$ cat src/rtl/wb_ram_slave.sv
// Wishbone classic slave fronting a word-organised RAM with byte-lane writes,
// programmable wait states and ERR termination for addresses outside the window.
module wb_ram_slave #(
   parameter int                    ADDR_WIDTH  = 32,
   parameter int                    DATA_WIDTH  = 32,
   parameter int                    DEPTH       = 64,
   parameter logic [ADDR_WIDTH-1:0] BASE_ADDR   = '0,
   parameter int                    WAIT_CYCLES = 1
) (
   input  logic                    clk_i,
   input  logic                    rst_ni,
   input  logic [DATA_WIDTH-1:0]   DAT_I,
   input  logic [ADDR_WIDTH-1:0]   ADR_I,
   output logic [DATA_WIDTH-1:0]   DAT_O,
   input  logic                    WE_I,
   input  logic [DATA_WIDTH/8-1:0] SEL_I,
   input  logic                    STB_I,
   input  logic                    CYC_I,
   output logic                    ACK_O,
   output logic                    ERR_O
);

   // state  | meaning
   // S_IDLE | waiting for CYC_I & STB_I; request fields latched when seen
   // S_WAIT | counting down wait states; a dropped request aborts to idle
   // S_TERM | ACK_O or ERR_O high for this single cycle, then back to idle

   localparam int                  IDX_W    = $clog2(DEPTH);
   localparam int                  NB       = DATA_WIDTH / 8;
   localparam logic [ADDR_WIDTH:0] LIMIT    = {1'b0, BASE_ADDR} + (ADDR_WIDTH+1)'(4 * DEPTH);
   localparam logic [3:0]          CNT_LOAD = (WAIT_CYCLES > 0) ? 4'(WAIT_CYCLES - 1) : 4'd0;

   typedef enum logic [1:0] {S_IDLE, S_WAIT, S_TERM} state_t;

   state_t                  r_state;
   logic [3:0]              r_cnt;
   logic [IDX_W-1:0]        r_idx;
   logic [DATA_WIDTH-1:0]   r_dat;
   logic                    r_we;
   logic [NB-1:0]           r_sel;
   logic                    r_hit;
   logic [DATA_WIDTH-1:0]   r_mem [DEPTH];

   logic                    w_req;
   logic                    w_hit_in;
   logic [IDX_W-1:0]        w_idx_in;
   logic                    w_term;
   logic [IDX_W-1:0]        w_idx;
   logic [DATA_WIDTH-1:0]   w_dat;
   logic                    w_we;
   logic [NB-1:0]           w_sel;
   logic                    w_hit;

   assign w_req    = CYC_I & STB_I;
   assign w_idx_in = ADR_I[IDX_W+1:2];
   // Widened upper bound so a window ending at the top of the address space cannot wrap.
   assign w_hit_in = (ADR_I >= BASE_ADDR) && ({1'b0, ADR_I} < LIMIT);

   // Fields used on the edge entering TERM: live inputs for zero-wait, latched otherwise.
   always_comb begin
      w_term = 1'b0;
      w_idx  = r_idx;
      w_dat  = r_dat;
      w_we   = r_we;
      w_sel  = r_sel;
      w_hit  = r_hit;
      case (r_state)
         S_IDLE: begin
            if (WAIT_CYCLES == 0) begin
               w_term = w_req;
               w_idx  = w_idx_in;
               w_dat  = DAT_I;
               w_we   = WE_I;
               w_sel  = SEL_I;
               w_hit  = w_hit_in;
            end
         end
         S_WAIT:  w_term = w_req && (r_cnt == 4'd0);
         default: w_term = 1'b0;
      endcase
   end

   always_ff @(posedge clk_i or negedge rst_ni) begin
      if (!rst_ni) begin
         r_state <= S_IDLE;
         r_cnt   <= 4'd0;
         r_idx   <= '0;
         r_dat   <= '0;
         r_we    <= 1'b0;
         r_sel   <= '0;
         r_hit   <= 1'b0;
         ACK_O   <= 1'b0;
         ERR_O   <= 1'b0;
         DAT_O   <= '0;
      end else begin
         ACK_O <= 1'b0;
         ERR_O <= 1'b0;
         if (r_state == S_IDLE && w_req) begin
            r_idx <= w_idx_in;
            r_dat <= DAT_I;
            r_we  <= WE_I;
            r_sel <= SEL_I;
            r_hit <= w_hit_in;
         end
         if (w_term) begin
            r_state <= S_TERM;
            ACK_O   <= w_hit;
            ERR_O   <= !w_hit;
            DAT_O   <= (w_hit && !w_we) ? r_mem[w_idx] : '0;
         end else begin
            case (r_state)
               S_IDLE: begin
                  if (w_req) begin
                     r_state <= S_WAIT;
                     r_cnt   <= CNT_LOAD;
                  end
               end
               S_WAIT: begin
                  if (!w_req) r_state <= S_IDLE;
                  else        r_cnt   <= r_cnt - 4'd1;
               end
               default: r_state <= S_IDLE;
            endcase
         end
      end
   end

   // Storage is deliberately not reset; writes are blocked while reset is held.
   always_ff @(posedge clk_i) begin
      if (rst_ni && w_term && w_hit && w_we) begin
         for (int b = 0; b < NB; b++) begin
            if (w_sel[b]) r_mem[w_idx][8*b +: 8] <= w_dat[8*b +: 8];
         end
      end
   end

endmodule

$ cat config.mk
export PLATFORM = sky130hd
export DESIGN_NAME = wb_ram_slave
export DESIGN_NICKNAME = d
export VERILOG_FILES = /design/src/rtl/wb_ram_slave.sv
export SDC_FILE = /design/constraint.sdc
export NUM_CORES = 2
export LEC_CHECK = 0
export CORE_MARGIN = 5
export CORE_UTILIZATION = 30
export DETAILED_ROUTE_END_ITERATION = 10
export DONT_BUFFER_PORTS = 1
export SLEW_MARGIN = 40
export SYNTH_ARGS = -nofsm -noshare
export SYNTH_HDL_FRONTEND = slang
export SYNTH_SLANG_ARGS = --single-unit
export TNS_END_PERCENT = 30
$ cat constraint.sdc
create_clock -name clk_i -period 3.3 [get_ports clk_i]
set_clock_uncertainty 0.05 [all_clocks]
set_input_delay 0.99 -clock clk_i [delete_from_list [all_inputs] [get_ports clk_i]]
set_output_delay 0.99 -clock clk_i [all_outputs]
set_load 0.01 [all_outputs]
==> run metrics <==
status complete, no violations; Tmin final 3.14 ns; Nets 5111; post-synthesis sequential area ratio 0.777; Placed Cells ~8400; largest cells by area after synthesis edfxtp_1 (75%), mux2i_1 (6.1%), a221o_1 (4.4%), dfrtp_1 (2.6%), o22ai_1 (2.1%); Core Footprint 271000 µm²; postcts setup bufs 0; Ports between 100 and 150; Final Non-Filler Cells 8792; post-synth cell types 48; FILL cells 25145; DRT Pass-1 Iters 7; Post-synth EDFFs 2048; MaxCap Viol Count 0; Synth area leader edfxtp_1; residual overflow from global routing 0; Final Cycle Share 0.952; Antenna Nets Post-Route 0; WL/cell 26.6 µm; CTS root buf clkbuf_16; num rows 191; asr flop ratio synth 0.0394; syn_nets 4738; post-synth top area share 0.752; Power Density roughly 710 nW/µm²; final WL 234 mm; highest clock rate 318 MHz; clk sink count 2132; hold slack final roughly 0.22 ns; critical-path maximum fanout 38; fraction of layout cells with a size suffix above 1 0.183; top-count cell post-synth edfxtp_1; Slew @ Worst Pin between 0.8 and 0.9 ns; Post-Syn Area 81800 µm²; DIE WIDTH 532 µm; Post-route DRC 0; via/cell ratio roughly 5.3; drt first-iter violations 5318; commonest cells in the netlist edfxtp_1 (2048), mux2i_1 (499), a221o_1 (360), nor2_1 (284), o22ai_1 (277); HPWL after DPL 150 mm; kind of critical path flop to flop; endpoints failing hold 0; dominant synthesized flop cell edfxtp_1; initial antenna violation count 26; DIE AREA approximately 280000 µm²; total CTS buffers 207; synthesized flop and latch total 2132; yosys warns 0; Slew headroom 0.406; Final setup viols 0; deepest level of the CTS H-tree 4; worst path arrival time 3.79 ns; Leakage just over 30 nW; Layout area overhead 17.9%; CP startpoint kind flop; largest net degree at the start of global routing 85; Setup TNS 0 ns; via count between 40000 and 50000; CP endpoint kind flop; clk slew on worst S/H paths 0.06 ns; worst skew pair latency 0.86 ns; Synth Instances ~4700; Initial Util 0.302; RSZ-0062 raised after global routing false; Max Slew Vio Count 0; CTS tree yes; syn avg cell area 17.5 µm²; Die Ht 532 µm; GRT Total Usage 0.159; vias in the first global route approximately 45000; Clock Tree Buf Depth 3; global-route wire length before repair 331 mm; peak supply drop roughly 690 µV; Port Buffer Count 0; Placer Congestion 0.819; class of the worst hold path input port to flop; Req. time, crit path about 4 ns
[cell families (layout without fill, tap and decap cells)]
group	after synthesis	in the layout	synth area share
DFF	2132	2132	0.777
AOI/OAI and AO/OA	1148	1148	0.107
muxes	562	562	0.0725
and+or+nand+nor	461	461	0.0234
buffers and inverters	356	909	0.0191
adders and majority gates	2	2	0.000306
xor gates and xnor gates	2	2	0.000214
other	0	6	0
[worst max-delay path: stages, from the launching register on]
cell and delay [ns]:
dfrtp_4 0.67, buf_12 0.25, buf_12 0.26, buf_4 0.22
mux2i_1 0.19, o22ai_1 0.12, a21oi_1 0.23, o22ai_1 0.22
nor4_2 0.47, buf_4 0.18, o21ai_1 0.06
[layout make-up]
cell class,instances,area (µm²),area share
Sequential cell,2132,63700,0.660
Clock inverter,137,1370,0.0142
Inverter,5,26.3,0.000272
Timing Repair Buffer,515,4680,0.0485
Multi-Input combinational cell,2175,16800,0.174
Antenna cell,6,15.0,0.000156
Tap cell,3570,4470,0.0463
Clock buffer,252,5470,0.0567
[routing by layer]
metal	vias to the layer above	global-route usage	share of wire
met5	-	0.00287	0.00056
met4	6	0.0578	0.040
met3	409	0.0311	0.081
met2	2017	0.263	0.48
met1	23903	0.207	0.40
li1	19996	-	-
[final timing paths]
path	from	endpoint	slack, ns	cells past startpoint
setup / recovery	r_idx[2]	DAT_O[14]	0.16	10
hold / removal	DAT_I[8]	r_dat[8]	0.22	1
hold reg to reg	r_hit	ERR_O	0.42	1
min in group asynchronous	rst_ni	r_dat[19]	0.59	2
setup reg to reg	r_idx[2]	DAT_O[14]	0.16	10
max in group asynchronous	rst_ni	r_dat[14]	1.91	2
[layout by cell type, fill, tap and decap left out, types with 5 or more instances in the layout]
cell / n
nor2_1: 282
buf_12: 63
inv_16: 5
dfrtp_1: 49
o21ai_0: 40
edfxtp_1: 2048
buf_4: 450
nand2_2: 5
nor4_1: 32
mux2_2: 43
o22ai_1: 277
bufinv_16: 21
clkbuf_1: 35
clkinv_2: 57
nand2_1: 104
mux4_2: 20
clkinv_1: 39
a21oi_1: 182
o21ai_1: 60
clkbuf_16: 209
dfrtp_2: 20
a22o_1: 30
diode_2: 6
a221o_1: 360
dfrtp_4: 15
clkbuf_8: 8
clkinvlp_4: 6
mux2i_1: 499
a221oi_1: 131
o22a_1: 61
[power by group]
part           internal, mW  leakage, nW  switching (mW)
Combinational          4.36         8.32            7.56
Sequential             31.4         19.4            1.32
Clock                  13.5         3.37            10.1
Total                  49.2         31.1            19.0
[flip-flops by register name, indices dropped and copies added (netlist names)]
signal	count
r_state	2
r_cnt	4
r_idx	6
r_dat	32
DAT_O	32
ERR_O	1
r_we	1
r_sel	4
r_mem	2048
ACK_O	1
r_hit	1
[timing repair]
item,4_1_cts,5_1_grt
hold buffers,2,0
endpoints found under the setup margin,2,1
gates resized for setup,2,1
endpoints found under the hold margin,84,0
[per-stage QoR]
stage | setup WS (ns) | area, µm² | utilization | total power [mW]
2_1_floorplan | 0.422 | 81800 | - | 39.2
3_3_place_gp | -0.0108 | 89500 | 0.330 | 44.9
3_5_place_dp | -0.0289 | 89500 | 0.330 | 45.1
4_1_cts | 0.0288 | 96400 | 0.355 | 68.6
5_1_grt | 0.0664 | 96500 | 0.356 | 70.4
6_report | 0.159 | 96500 | 0.356 | 68.2
(Power assumes the default switching activity.)
